[config.mk]
export PLATFORM = sky130hd
export DESIGN_NAME = output_router
export DESIGN_NICKNAME = d
export VERILOG_FILES = /design/src/rtl/tc_pkg.sv /design/src/rtl/byte_fifo.sv /design/src/rtl/output_router.sv
export SDC_FILE = /design/constraint.sdc
export NUM_CORES = 1
export LEC_CHECK = 0
export BUFFER_PORTS_ARGS = -buffer_cell sky130_fd_sc_hd__buf_2
export CAP_MARGIN = 30
export CORE_UTILIZATION = 59
export DETAILED_ROUTE_END_ITERATION = 10
export PLACE_DENSITY_LB_ADDON = 0.15
export SYNTH_ARGS = -nofsm -noshare
export SYNTH_HDL_FRONTEND = slang
export SYNTH_SLANG_ARGS = --single-unit
export TNS_END_PERCENT = 20
[constraint.sdc]
create_clock -name clk -period 4.9 [get_ports clk]
set_clock_uncertainty 0.1 [all_clocks]
set_input_delay 0.245 -clock clk [delete_from_list [all_inputs] [get_ports clk]]
set_output_delay 0.245 -clock clk [all_outputs]
set_load 0.01 [all_outputs]
[src/rtl/tc_pkg.sv]
`default_nettype none
// ============================================================================
// Module      : tc_pkg
// Description : Shared types and constants for the byte selector / router
//               family. Holds the byte type, the destination select encoding
//               and the default DATA_WIDTH and DEPTH values.
// Revision    : 1.0 - initial release
// ============================================================================
package tc_pkg;

    typedef logic [7:0] byte_t;

    // Destination select encoding, shared with the two-source selector
    localparam logic SEL_X = 1'b0;
    localparam logic SEL_Y = 1'b1;

    localparam int DEFAULT_DATA_WIDTH = 8;
    localparam int DEFAULT_DEPTH      = 2;

endpackage : tc_pkg
`default_nettype wire

[src/rtl/byte_fifo.sv]
`default_nettype none
// ============================================================================
// Module      : byte_fifo
// Description : Small synchronous FIFO with registered storage, wrapping
//               read/write pointers and an occupancy counter.
//               Ports:
//                 clk, rst      - clock, synchronous active-high reset
//                 i_push/i_data - write request and write data
//                 i_pop         - read request (head entry is consumed)
//                 o_data        - registered head entry
//                 o_full        - occupancy equals DEPTH
//                 o_empty       - occupancy is zero
//               Push while full and pop while empty are ignored. A push into
//               a full FIFO is refused even if a pop happens the same cycle.
// Revision    : 1.0 - initial release
// ============================================================================
module byte_fifo
    import tc_pkg::*;
#(
    parameter int DATA_WIDTH = DEFAULT_DATA_WIDTH,
    parameter int DEPTH      = DEFAULT_DEPTH
) (
    input  logic                  clk,
    input  logic                  rst,
    input  logic                  i_push,
    input  logic [DATA_WIDTH-1:0] i_data,
    input  logic                  i_pop,
    output logic [DATA_WIDTH-1:0] o_data,
    output logic                  o_full,
    output logic                  o_empty
);

    localparam int AW = $clog2(DEPTH);
    localparam int CW = AW + 1;
    localparam logic [CW-1:0] c_FULL_COUNT = CW'(DEPTH);

    logic [DATA_WIDTH-1:0] r_mem [DEPTH];
    logic [AW-1:0]         r_wr_ptr;
    logic [AW-1:0]         r_rd_ptr;
    logic [CW-1:0]         r_count;

    logic w_do_push;
    logic w_do_pop;

    assign o_full    = (r_count == c_FULL_COUNT);
    assign o_empty   = (r_count == '0);
    // Full check uses the registered occupancy, so a same-cycle pop never
    // frees a slot for the push (no pass-through).
    assign w_do_push = i_push && !o_full;
    assign w_do_pop  = i_pop && !o_empty;
    assign o_data    = r_mem[r_rd_ptr];

    always_ff @(posedge clk) begin
        if (rst) begin
            r_wr_ptr <= '0;
            r_rd_ptr <= '0;
            r_count  <= '0;
            // Storage cleared so the head reads as zero after reset
            for (int i = 0; i < DEPTH; i++) begin
                r_mem[i] <= '0;
            end
        end else begin
            if (w_do_push) begin
                r_mem[r_wr_ptr] <= i_data;
                r_wr_ptr        <= r_wr_ptr + AW'(1);
            end
            if (w_do_pop) begin
                r_rd_ptr <= r_rd_ptr + AW'(1);
            end
            case ({w_do_push, w_do_pop})
                2'b10:   r_count <= r_count + CW'(1);
                2'b01:   r_count <= r_count - CW'(1);
                default: r_count <= r_count;
            endcase
        end
    end

endmodule : byte_fifo
`default_nettype wire

[src/rtl/output_router.sv]
`default_nettype none
// ============================================================================
// Module      : output_router
// Description : Steers one byte stream to two destinations, x (sel 0) and
//               y (sel 1). Each destination has its own FIFO, valid/ready
//               handshake and delivered-byte counter, so a stalled consumer
//               on one side does not block the other side.
//               Ports:
//                 clk, rst                 - clock, sync active-high reset
//                 in_valid/in_ready        - upstream handshake
//                 in_sel/in_data           - destination select and byte
//                 x_valid/x_ready/x_data   - destination x handshake
//                 y_valid/y_ready/y_data   - destination y handshake
//                 x_count/y_count          - bytes delivered since reset
// Revision    : 1.0 - initial release
// ============================================================================
module output_router
    import tc_pkg::*;
#(
    parameter int DATA_WIDTH = DEFAULT_DATA_WIDTH,
    parameter int DEPTH      = DEFAULT_DEPTH,
    parameter int CNT_WIDTH  = 8
) (
    input  logic                  clk,
    input  logic                  rst,
    input  logic                  in_valid,
    output logic                  in_ready,
    input  logic                  in_sel,
    input  logic [DATA_WIDTH-1:0] in_data,
    output logic                  x_valid,
    input  logic                  x_ready,
    output logic [DATA_WIDTH-1:0] x_data,
    output logic                  y_valid,
    input  logic                  y_ready,
    output logic [DATA_WIDTH-1:0] y_data,
    output logic [CNT_WIDTH-1:0]  x_count,
    output logic [CNT_WIDTH-1:0]  y_count
);

    logic w_x_full;
    logic w_x_empty;
    logic w_y_full;
    logic w_y_empty;
    logic w_x_push;
    logic w_y_push;
    logic w_x_pop;
    logic w_y_pop;

    logic [CNT_WIDTH-1:0] r_x_count;
    logic [CNT_WIDTH-1:0] r_y_count;

    // Ready depends only on the select and the registered full flags; the
    // consumer readies never reach in_ready.
    assign in_ready = (in_sel == SEL_X) ? !w_x_full : !w_y_full;

    assign w_x_push = in_valid && in_ready && (in_sel == SEL_X);
    assign w_y_push = in_valid && in_ready && (in_sel == SEL_Y);

    assign x_valid  = !w_x_empty;
    assign y_valid  = !w_y_empty;
    assign w_x_pop  = x_valid && x_ready;
    assign w_y_pop  = y_valid && y_ready;

    byte_fifo #(
        .DATA_WIDTH (DATA_WIDTH),
        .DEPTH      (DEPTH)
    ) u_fifo_x (
        .clk     (clk),
        .rst     (rst),
        .i_push  (w_x_push),
        .i_data  (in_data),
        .i_pop   (w_x_pop),
        .o_data  (x_data),
        .o_full  (w_x_full),
        .o_empty (w_x_empty)
    );

    byte_fifo #(
        .DATA_WIDTH (DATA_WIDTH),
        .DEPTH      (DEPTH)
    ) u_fifo_y (
        .clk     (clk),
        .rst     (rst),
        .i_push  (w_y_push),
        .i_data  (in_data),
        .i_pop   (w_y_pop),
        .o_data  (y_data),
        .o_full  (w_y_full),
        .o_empty (w_y_empty)
    );

    // Delivered-byte counters wrap naturally at 2^CNT_WIDTH
    always_ff @(posedge clk) begin
        if (rst) begin
            r_x_count <= '0;
            r_y_count <= '0;
        end else begin
            if (w_x_pop) begin
                r_x_count <= r_x_count + CNT_WIDTH'(1);
            end
            if (w_y_pop) begin
                r_y_count <= r_y_count + CNT_WIDTH'(1);
            end
        end
    end

    assign x_count = r_x_count;
    assign y_count = r_y_count;

endmodule : output_router
`default_nettype wire

==> run summary, run 1 <==
Leakage dissipation: 1.265 nW
CTS resizes: 0
Slew Viols, Final: 0
CTS Buf Count: 9
Die height: 68.21 um
H-tree Lvls: 3
Slew margin rel.: 57.93%
Final period utilization: 40.28%
Most used cell along the critical path: or3_1
Crit path launch type: register
Flop2flop setup slack: 2.93 ns
Post-synth EDFFs: 32
Met3 WL: 189 um
CP peak stage delay: 0.44 ns
Peak VDD IR: 0.0003232 V
Via density: 5.599
Drt wl/cell: 15.02 um
Worst min path class: input pin to register
Setup repair bufs after CTS: 0
GPL Wtd Cong: 0.7397
Residual DRC: 0
Vias: 1831
Synth warn: 0
Mapped Cells: 220
Fin crit period: 1.974 ns
M1 WL: 2.141 mm
Core ar.: 4115 um2
Fraction of layout cells with a size suffix above 1: 31.41%
Initial core utilization: 62.85%
CTS tree: built
Largest net degree at the start of global routing: 34
Worst Hold Launch: in_data[1]
CTS Buffer Depth: 2
Vias in the first global route: 1753
First-pass GRT wire length: 7.955 mm
Ranking of synthesized cells by area: edfxtp_1 37%, dfxtp_1 20%, and2_1 7.7%, mux2_2 7.0%, xor2_1 2.4%
Met2 routed WL: 2.470 mm
Crit-path cells: nor2b_1, or3_1, ha_1, or3_1, a21oi_1
Die span in x: 68.21 um
Area Growth Syn to Fin: 17.90%
Psw: 0.3738 mW
DRT Pass-1 Iters: 4
Fin. Hold Viols: 0
Reg2reg end: u_fifo_x.r_count[1]
Max Freq: 506.6 MHz
Port-buffer cells: 48
Fin util: 74.10%
Async S/R FF share, synth: 0%
Netlist cell types: 30
Diodes inserted: 0
Routed Antenna Nets: 0
Combinational power share: 20.8%
Place WS: 2.778 ns
CP endpoint kind: register
Filler cells: 291
Setup WS post-layout: 2.926 ns
Post-synthesis sequential area ratio: 57.28%
Clk slew on worst S/H paths: 0.06 ns
DP Area: 2860 um2
Synthesized area per cell: 11.76 um2
Crit path max fanout: 7
Gr ovfl total: 0
Status: complete, no violations
Synth Register Bits: 58
Finished Layout Cells: 327
Post-synth top flop: edfxtp_1
Critical Path Stages: 5
Unrepaired setup endpoints after global routing: no
Critical-path top delay cell: nor2b_1
Slew @ Worst Pin: 0.6258 ns
Hold endpoint: u_fifo_y.r_mem[0][1]
Initial antenna violation count: 0
Crit path DAT: 2.12 ns
# hold bufs at CTS: 0
Drt initial violations: 135
CTS Sinks: 58
CTS root buf: clkbuf_8
Num rows: 23
Syn Nets: 238
Synth cell count leaders: 32 x and2_1, 32 x edfxtp_1, 26 x dfxtp_1
Final non-filler cell area: 3049 um2
P_int: 0.9523 mW
Skew-Pair Late Insertion Delay: 0.32 ns
Sequential power share: 47.3%
Max_cap viols: 0
Die Area: 4652 um2
Most area-hungry cell type in the Yosys netlist: edfxtp_1
GRT Util Overall: 24.11%
Hold depth: 2
Sw Ratio: 28.19%
Pwr dens: 434.9 nW/um2
Cell total after placement: 311
Highest routed metal layer: met4
Post-layout nets: 290
Total Routed Length: 4.912 mm
# IOs: 49
Setup CP Type: register to register
Worst path top cell family by delay: simple AND/OR/NAND/NOR gates
Worst Reg-to-Reg Cells: 5
Dpl hpwl: 3.392 mm
Area share of the leading cell type in the synthesized netlist: 37.16%
Final setup violating endpoints: 0
CP Buf/Inv Count: 0
Critical Path RT: 5.05 ns
Clk network pwr share: 31.9%
Setup TNS: 0 ns
Reg2Reg Launch Point: u_fifo_x.r_count[1]
Synthesized area: 2586 um2
layer usage:
layer | global-route usage, % | up-vias
met5 | 0 | -
met4 | 13.54 | 0
met3 | 6.667 | 13
met2 | 39.09 | 48
met1 | 28.66 | 875
li1 | - | 895
flip-flops by register name (all words and copies together), names as in the netlist, named ones only:
name               count
y_count                8
u_fifo_y.r_mem        16
u_fifo_x.r_count       2
u_fifo_y.r_wr_ptr      1
u_fifo_y.r_count       2
u_fifo_x.r_mem        16
u_fifo_x.r_wr_ptr      1
u_fifo_y.r_rd_ptr      1
x_count                8
u_fifo_x.r_rd_ptr      1
through the flow:
step           power, mW  hold slack, ns
2_1_floorplan     0.8221          0.3255
3_3_place_gp      0.9015          0.3593
3_5_place_dp      0.9136          0.3742
4_1_cts            1.333          0.1450
5_1_grt            1.395          0.1455
6_report           1.326          0.1530
worst max path at each step:
| stage | startpoint | to | slack, ns |
|---|---|---|---|
| after detailed placement | rst | u_fifo_x.r_mem[1][7] | 2.78 |
| after floorplan | u_fifo_y.r_count[0] | u_fifo_y.r_count[1] | 3.10 |
| after global routing | u_fifo_x.r_count[0] | u_fifo_x.r_mem[1][0] | 2.78 |
| final | u_fifo_x.r_count[1] | u_fifo_x.r_count[1] | 2.93 |
| after global placement | rst | u_fifo_y.r_mem[1][2] | 2.90 |
| after CTS | u_fifo_y.r_count[1] | u_fifo_y.r_count[1] | 2.91 |
layout make-up:
cell class | instances | area (um2) | share of cell area, %
multi-input cells | 149 | 1054 | 34.55
clock buffers | 12 | 145.1 | 4.760
flip-flops and latches | 58 | 1481 | 48.58
well taps | 50 | 62.56 | 2.052
inverters | 6 | 22.52 | 0.7386
repair buffers | 48 | 240.2 | 7.879
clock inverters | 4 | 43.79 | 1.436
cells in the final DEF (no fill, tap or decap), drive strengths merged, types with 3 or more instances in the layout:
cell and instances:
nand4 3, xnor2 3, or3 9, or4 7
ha 4, o31ai 5, nand2 3, nor2 14
and2 32, mux2i 3, inv 6, edfxtp 32
a21oi 12, clkinv 3, xor2 7, dfxtp 26
clkbuf 12, o21ai 11, mux2 16, nand2b 5
buf 48, or2 4
cell families after synthesis:
group,count (synthesis),share of synthesized area [%]
AO/OA/AOI/OAI,31,6.967
XOR/XNOR,10,3.387
adder cells (fa/ha/maj),4,1.935
buffers and inverters,13,1.984
flip-flops,58,57.28
multiplexers,19,8.128
AND/OR/NAND/NOR,85,20.32
power groups by stage:
| stage | registers (mW) | logic, mW | clock network, mW |
|---|---|---|---|
| floorplan | 0.605 | 0.217 | 0 |
| global placement | 0.633 | 0.268 | 0 |
| detailed placement | 0.637 | 0.276 | 0 |
| CTS | 0.629 | 0.279 | 0.426 |
| global route | 0.638 | 0.310 | 0.447 |
| finish | 0.627 | 0.275 | 0.423 |
(Power assumes the default switching activity.)
==> run 2, diff against run 1 <==
- CORE_UTILIZATION: 59 -> 55
- clock period: 4.9 -> 1.85 ns (I/O delays scaled with it)
==> run 2 against run 1 <==
- the run now ends with DRC left
- combinational power grew to 3.2 times the previous value
- fmax is 12% higher
- register-to-register slack worse by 2.8 ns
- core utilization is 2.0 points lower
- non-clock buffer count is 20 higher
- total power grew to 2.6 times the previous value
- largest cell class unchanged
- sequential power grew to 2.6 times the previous value
- setup slack worse by 2.8 ns
- global-route usage is 3.7 points lower
==> run summary, run 2 (same netlist as run 1, synthesis figures left out) <==
Failing checks: DRC
Most frequent cells in the layout: 48 x buf_2, 32 x and2_1, 32 x edfxtp_1
Leakage dissipation: 1.343 nW (+6.2%)
CP endpoint kind: register
Vias in the first global route: 1706 (-2.7%)
Slew margin rel.: 71.87% (+14 points)
Area Growth Syn to Fin: 23.90%
Crit path max fanout: 3 (-4)
Filler cells: 340 (+17%)
Worst path top cell family by delay: simple AND/OR/NAND/NOR gates
Reg2Reg Launch Point: u_fifo_y.r_count[1]
Most used cell along the critical path: or3_1
Fraction of layout cells with a size suffix above 1: 34.34% (+2.9 points)
Routed Antenna Nets: 0 (unchanged)
Fin crit period: 1.760 ns (-0.2142 ns)
Die span in x: 70.57 um (+3.5%)
CTS Buf Count: 9 (unchanged)
Reg2reg end: u_fifo_y.r_count[1]
Port-buffer cells: 48 (unchanged)
First-pass GRT wire length: 7.755 mm (-2.5%)
Pwr dens: 1076 nW/um2 (+150%)
Clk slew on worst S/H paths: 0.07 ns (about the same)
Final setup violating endpoints: 0 (unchanged)
Register area: 1481 um2 (unchanged)
Initial antenna violation count: 0 (unchanged)
Die Area: 4980 um2 (+7.1%)
Peak VDD IR: 0.0007361 V (+130%)
Post-layout nets: 310 (+6.9%)
Slew Viols, Final: 0 (unchanged)
Slew @ Worst Pin: 0.4202 ns (-0.2057 ns)
CTS tree: built
Total Routed Length: 4.710 mm (-4.1%)
Place WS: 0.1105 ns (-2.668 ns)
# IOs: 49 (unchanged)
Max Freq: 568.3 MHz (+12%)
GRT Util Overall: 20.46% (-3.7 points)
Initial core utilization: 58.19% (-4.7 points)
Drt initial violations: 92 (-32%)
Max_cap viols: 0 (unchanged)
Residual DRC: 8 (+8)
Worst Reg-to-Reg Cells: 5 (unchanged)
Critical-path top delay cell: or3_1
Commonest non-fill, non-tap cell in the layout: buf_2
Top flop regs: u_fifo_x.r_mem: 16 flops, u_fifo_y.r_mem: 16 flops
Skew-Pair Late Insertion Delay: 0.32 ns (about the same)
CTS Sinks: 58 (unchanged)
Worst Hold Launch: in_data[7]
Setup repair bufs after CTS: 0 (unchanged)
CTS root buf: clkbuf_8
Core ar.: 4444 um2 (+8.0%)
Setup CP Type: register to register
Setup TNS: 0 ns (unchanged)
M1 WL: 2.114 mm (-1.3%)
Worst min path class: input pin to register
Met2 routed WL: 2.355 mm (-4.7%)
Dpl hpwl: 3.272 mm (-3.5%)
Crit path launch type: register
CP Buf/Inv Count: 0 (unchanged)
Setup WS post-layout: 0.09027 ns (-2.836 ns)
GPL Wtd Cong: 0.7126 (-3.7%)
Largest net degree at the start of global routing: 33 (-2.9%)
Via density: 5.275 (-5.8%)
Critical Path RT: 2.00 ns (-3.05 ns)
Area of the multi-input gates: 1066 um2 (+1.2%)
Hold endpoint: u_fifo_y.r_mem[1][7]
H-tree Lvls: 3 (unchanged)
Status: finished with violations
Highest routed metal layer: met4
Unrepaired setup endpoints after global routing: no
Fin. Hold Viols: 0 (unchanged)
Hold depth: 2 (unchanged)
Vias: 1841 (+0.55%)
Drt wl/cell: 13.50 um (-10%)
CP peak stage delay: 0.36 ns (-0.08 ns)
Met3 WL: 173 um (-8.5%)
Gr ovfl total: 0 (unchanged)
CTS Buffer Depth: 2 (unchanged)
Crit-path cells: nor2b_1, or3_1, ha_1, or3_1, a21oi_1
Flop2flop setup slack: 0.09 ns (-2.84 ns)
Diodes inserted: 0 (unchanged)
Crit path DAT: 1.91 ns (-0.21 ns)
Num rows: 24 (+4.3%)
Die height: 70.57 um (+3.5%)
Final period utilization: 95.12% (+55 points)
DRT Pass-1 Iters: 7 (+3)
## run 2: cell count changes in the layout (fill, tap and decap cells not counted)
cell | before | now
buf_4 | 0 | 13
bufinv_16 | 1 | 0
dlygate4sd3_1 | 0 | 7
clkbuf_1 | 2 | 1
clkinvlp_4 | 0 | 2
ha_1 | 4 | 3
clkinv_2 | 2 | 3
ha_4 | 0 | 1
clkbuf_8 | 10 | 9
## run 2: layer usage
| metal | up-vias | global-route usage, % |
|---|---|---|
| li1 | 938 | - |
| met3 | 9 | 3.846 |
| met4 | 0 | 9.333 |
| met1 | 855 | 25.93 |
| met5 | - | 0 |
| met2 | 39 | 34.41 |
## run 2: metrics by stage
| step | utilization, % | total power [mW] | hold WS, ns | instances | area [um2] |
|---|---|---|---|---|---|
| after floorplan | - | 2.177 | 0.1730 | 220 | 2586 |
| after CTS | 71.82 | 3.470 | 0.007784 | 349 | 3192 |
| after detailed placement | 66.61 | 2.501 | 0.3246 | 326 | 2960 |
| after global placement | 66.61 | 2.479 | 0.3212 | 326 | 2960 |
| final | 72.10 | 3.449 | 0.01060 | 349 | 3204 |
| after global routing | 72.10 | 3.646 | 0.02114 | 349 | 3204 |
## run 2: layout make-up
type	instances	area share, %
Tap cell	52	2.030
Inverter	6	0.7029
Multi-Input combinational cell	149	33.27
Clock inverter	6	1.054
Timing Repair Buffer	68	12.73
Sequential cell	58	46.23
Clock buffer	10	3.983
## run 2: power by group
part	internal, mW	total, mW	switching, mW
Sequential	1.51	1.62	0.111
Clock	0.473	0.957	0.483
Combinational	0.455	0.874	0.419
## run 2: worst max path at each step
stage                         from                   to  slack, ns  cells past startpoint
3_3_place_gp   u_fifo_y.r_count[1]  u_fifo_y.r_count[1]       0.15                      5
4_1_cts        u_fifo_x.r_count[1]  u_fifo_x.r_count[1]       0.09                      5
6_report       u_fifo_y.r_count[1]  u_fifo_y.r_count[1]       0.09                      5
2_1_floorplan  u_fifo_y.r_count[0]  u_fifo_y.r_count[1]       0.05                      6
5_1_grt        u_fifo_y.r_count[1]  u_fifo_y.r_count[1]       0.01                      5
3_5_place_dp   u_fifo_x.r_count[1]  u_fifo_x.r_count[1]       0.11                      5
## run 2: what timing repair did
action / CTS / global route
hold endpoints to repair: 15 / 0
gates resized for setup: 0 / 1
endpoints found under the setup margin: 0 / 1
hold buffers: 7 / 0
## run 2: worst reg2reg max path, delay by kind of cell (launching register included)
| family | cells | cell delay [ns] |
|---|---|---|
| AND/OR/NAND/NOR | 3 | 0.81 |
| AO/OA/AOI/OAI | 1 | 0.14 |
| adder cells (fa/ha/maj) | 1 | 0.35 |
| flip-flops | 1 | 0.31 |
==> run 3, diff against run 2 <==
- CORE_UTILIZATION: 55 -> 59
- SLEW_MARGIN: default -> 20
- clock period: 1.85 -> 2.15 ns (I/O delays scaled with it)
==> run 3 against run 2 <==
- final cell count shrank 5.7%
- hold slack gained 0.0042 ns
- register-to-register slack improved by 0.08 ns
- design area is 4.5% lower
- non-clock buffer count is 17 lower
- combinational power shrank 27%
- sequential share of layout area grew 2.2 points
- the flow now finishes without violations
- sequential cell count is the same
- critical path type unchanged
- total power shrank 14%
- global-route usage rose by 2.6 points
- wire length is 1.2% higher
==> run summary, run 3 (same netlist as run 1, synthesis figures left out) <==
Port-buffer cells: 48 (unchanged)
Crit path launch type: register
CTS tree: built
Vias in the first global route: 1676 (-1.8%)
Die span in x: 68.21 um (-3.4%)
Initial antenna violation count: 0 (unchanged)
Vias: 1814 (-1.5%)
Gr ovfl total: 0 (unchanged)
Max Freq: 504.4 MHz (-11%)
First-pass GRT wire length: 7.396 mm (-4.6%)
Total Routed Length: 4.768 mm (+1.2%)
Dpl hpwl: 3.338 mm (+2.0%)
Top flop regs: u_fifo_x.r_mem: 16 flops, u_fifo_y.r_mem: 16 flops
Worst path top cell family by delay: simple AND/OR/NAND/NOR gates
Fin crit period: 1.982 ns (+0.2228 ns)
CP Buf/Inv Count: 0 (unchanged)
Final period utilization: 92.21% (-2.9 points)
Status: complete, no violations
Worst min path class: input pin to register
Unrepaired setup endpoints after global routing: no
CTS resizes: 0 (unchanged)
Filler cells: 279 (-18%)
Core ar.: 4115 um2 (-7.4%)
Num rows: 23 (-4.2%)
Diodes inserted: 0 (unchanged)
Commonest non-fill, non-tap cell in the layout: buf_2
CTS root buf: clkbuf_8
Die Area: 4652 um2 (-6.6%)
Residual DRC: 0 (-8)
Slew margin rel.: 57.32% (-15 points)
# IOs: 49 (unchanged)
Setup CP Type: register to register
CP endpoint kind: register
Pwr Total: 2.982 mW (-14%)
GRT Util Overall: 23.05% (+2.6 points)
CTS Sinks: 58 (unchanged)
CTS Buffer Depth: 2 (unchanged)
Routed Antenna Nets: 0 (unchanged)
Initial core utilization: 62.85% (+4.7 points)
Most frequent cells in the layout: 48 x buf_2, 32 x and2_1, 32 x edfxtp_1
Post-layout nets: 293 (-5.5%)
Clk slew on worst S/H paths: 0.06 ns (about the same)
Fraction of layout cells with a size suffix above 1: 31.54% (-2.8 points)
Setup TNS: 0 ns (unchanged)
Crit-path cells: nor2b_1, or3_1, ha_1, or3_1, a21oi_1
CTS Buf Count: 9 (unchanged)
Fin util: 74.37% (+2.3 points)
Peak VDD IR: 0.0005814 V (-21%)
Skew-Pair Late Insertion Delay: 0.33 ns (about the same)
Gr busiest metal: met2
Fin. Hold Viols: 0 (unchanged)
Critical-path top delay cell: dfxtp_1
Max_cap viols: 0 (unchanged)
Slew Viols, Final: 0 (unchanged)
DRT Pass-1 Iters: 4 (-3)
Grt met1 use: 26.44% (+0.51 points)
Drt wl/cell: 14.49 um (+7.4%)
Hold slack final: 0.01484 ns (+0.004242 ns)
Setup repair bufs after CTS: 0 (unchanged)
Largest net degree at the start of global routing: 33 (unchanged)
Final non-filler cell area: 3060 um2 (-4.5%)
GPL Wtd Cong: 0.7304 (+2.5%)
Die height: 68.21 um (-3.4%)
Leakage dissipation: 1.271 nW (-5.3%)
H-tree Lvls: 3 (unchanged)
Via density: 5.514 (+4.5%)
Pwr dens: 974.4 nW/um2 (-9.5%)
Final setup violating endpoints: 0 (unchanged)
Crit path max fanout: 7 (+4)
CP peak stage delay: 0.45 ns (+0.09 ns)
Critical Path RT: 2.31 ns (+0.31 ns)
Drt initial violations: 78 (-15%)
Most used cell along the critical path: or3_1
Slew @ Worst Pin: 0.6350 ns (+0.2148 ns)
Met2 Resource Use GR: 36.76% (+2.4 points)
Area Growth Syn to Fin: 18.34%
Crit path DAT: 2.14 ns (+0.23 ns)
DP Area: 2875 um2 (-2.9%)
GR Layer Usage met3: 6.667% (+2.8 points)
[run 3: cell count changes in the layout (fill, tap and decap cells not counted), sizes merged]
| cell | before | now |
|---|---|---|
| clkbuf | 10 | 11 |
| clkinv | 4 | 3 |
| bufinv | 0 | 1 |
| dlygate4sd3 | 7 | 1 |
| clkinvlp | 2 | 0 |
| buf | 61 | 50 |
[run 3: layout make-up]
type | instances | area (um2) | area share, %
sequential | 58 | 1481 | 48.41
multi-input combinational | 149 | 1054 | 34.42
timing repair buffer | 51 | 265.3 | 8.667
clock buffer | 11 | 131.4 | 4.293
tap | 50 | 62.56 | 2.044
clock inverter | 4 | 43.79 | 1.431
inverter | 6 | 22.52 | 0.7359
[run 3: worst paths after layout]
kind                            start  cells past startpoint  slack [ns]                    to
setup / recovery  u_fifo_x.r_count[0]                      5        0.17   u_fifo_x.r_count[1]
hold / removal             in_data[4]                      2        0.01  u_fifo_y.r_mem[0][4]
setup reg to reg  u_fifo_x.r_count[0]                      5        0.17   u_fifo_x.r_count[1]
hold reg to reg            x_count[7]                      2        0.39            x_count[7]
[run 3: report_power, final]
group | switching (mW) | internal (mW) | leakage, nW
logic | 0.318 | 0.323 | 0.634
clock network | 0.399 | 0.521 | 0.0906
registers | 0.124 | 1.30 | 0.546
[run 3: routing by layer]
layer | routed length (um) | share of wire, %
met1 | 2105 | 44
met2 | 2326 | 49
met3 | 182 | 3.8
met4 | 154 | 3.2
met5 | 0 | 0
[run 3: what timing repair did]
action / 4_1_cts / 5_1_grt
hold buffers: 1 / 0
hold endpoints to repair: 4 / 0
endpoints found under the setup margin: 0 / 0
[run 3: through the flow]
| stage | std cells | setup slack (ns) |
|---|---|---|
| after floorplan | 220 | 0.3483 |
| after global placement | 313 | 0.2718 |
| after detailed placement | 313 | 0.1822 |
| after CTS | 329 | 0.1488 |
| after global routing | 329 | 0.04770 |
| final | 329 | 0.1675 |
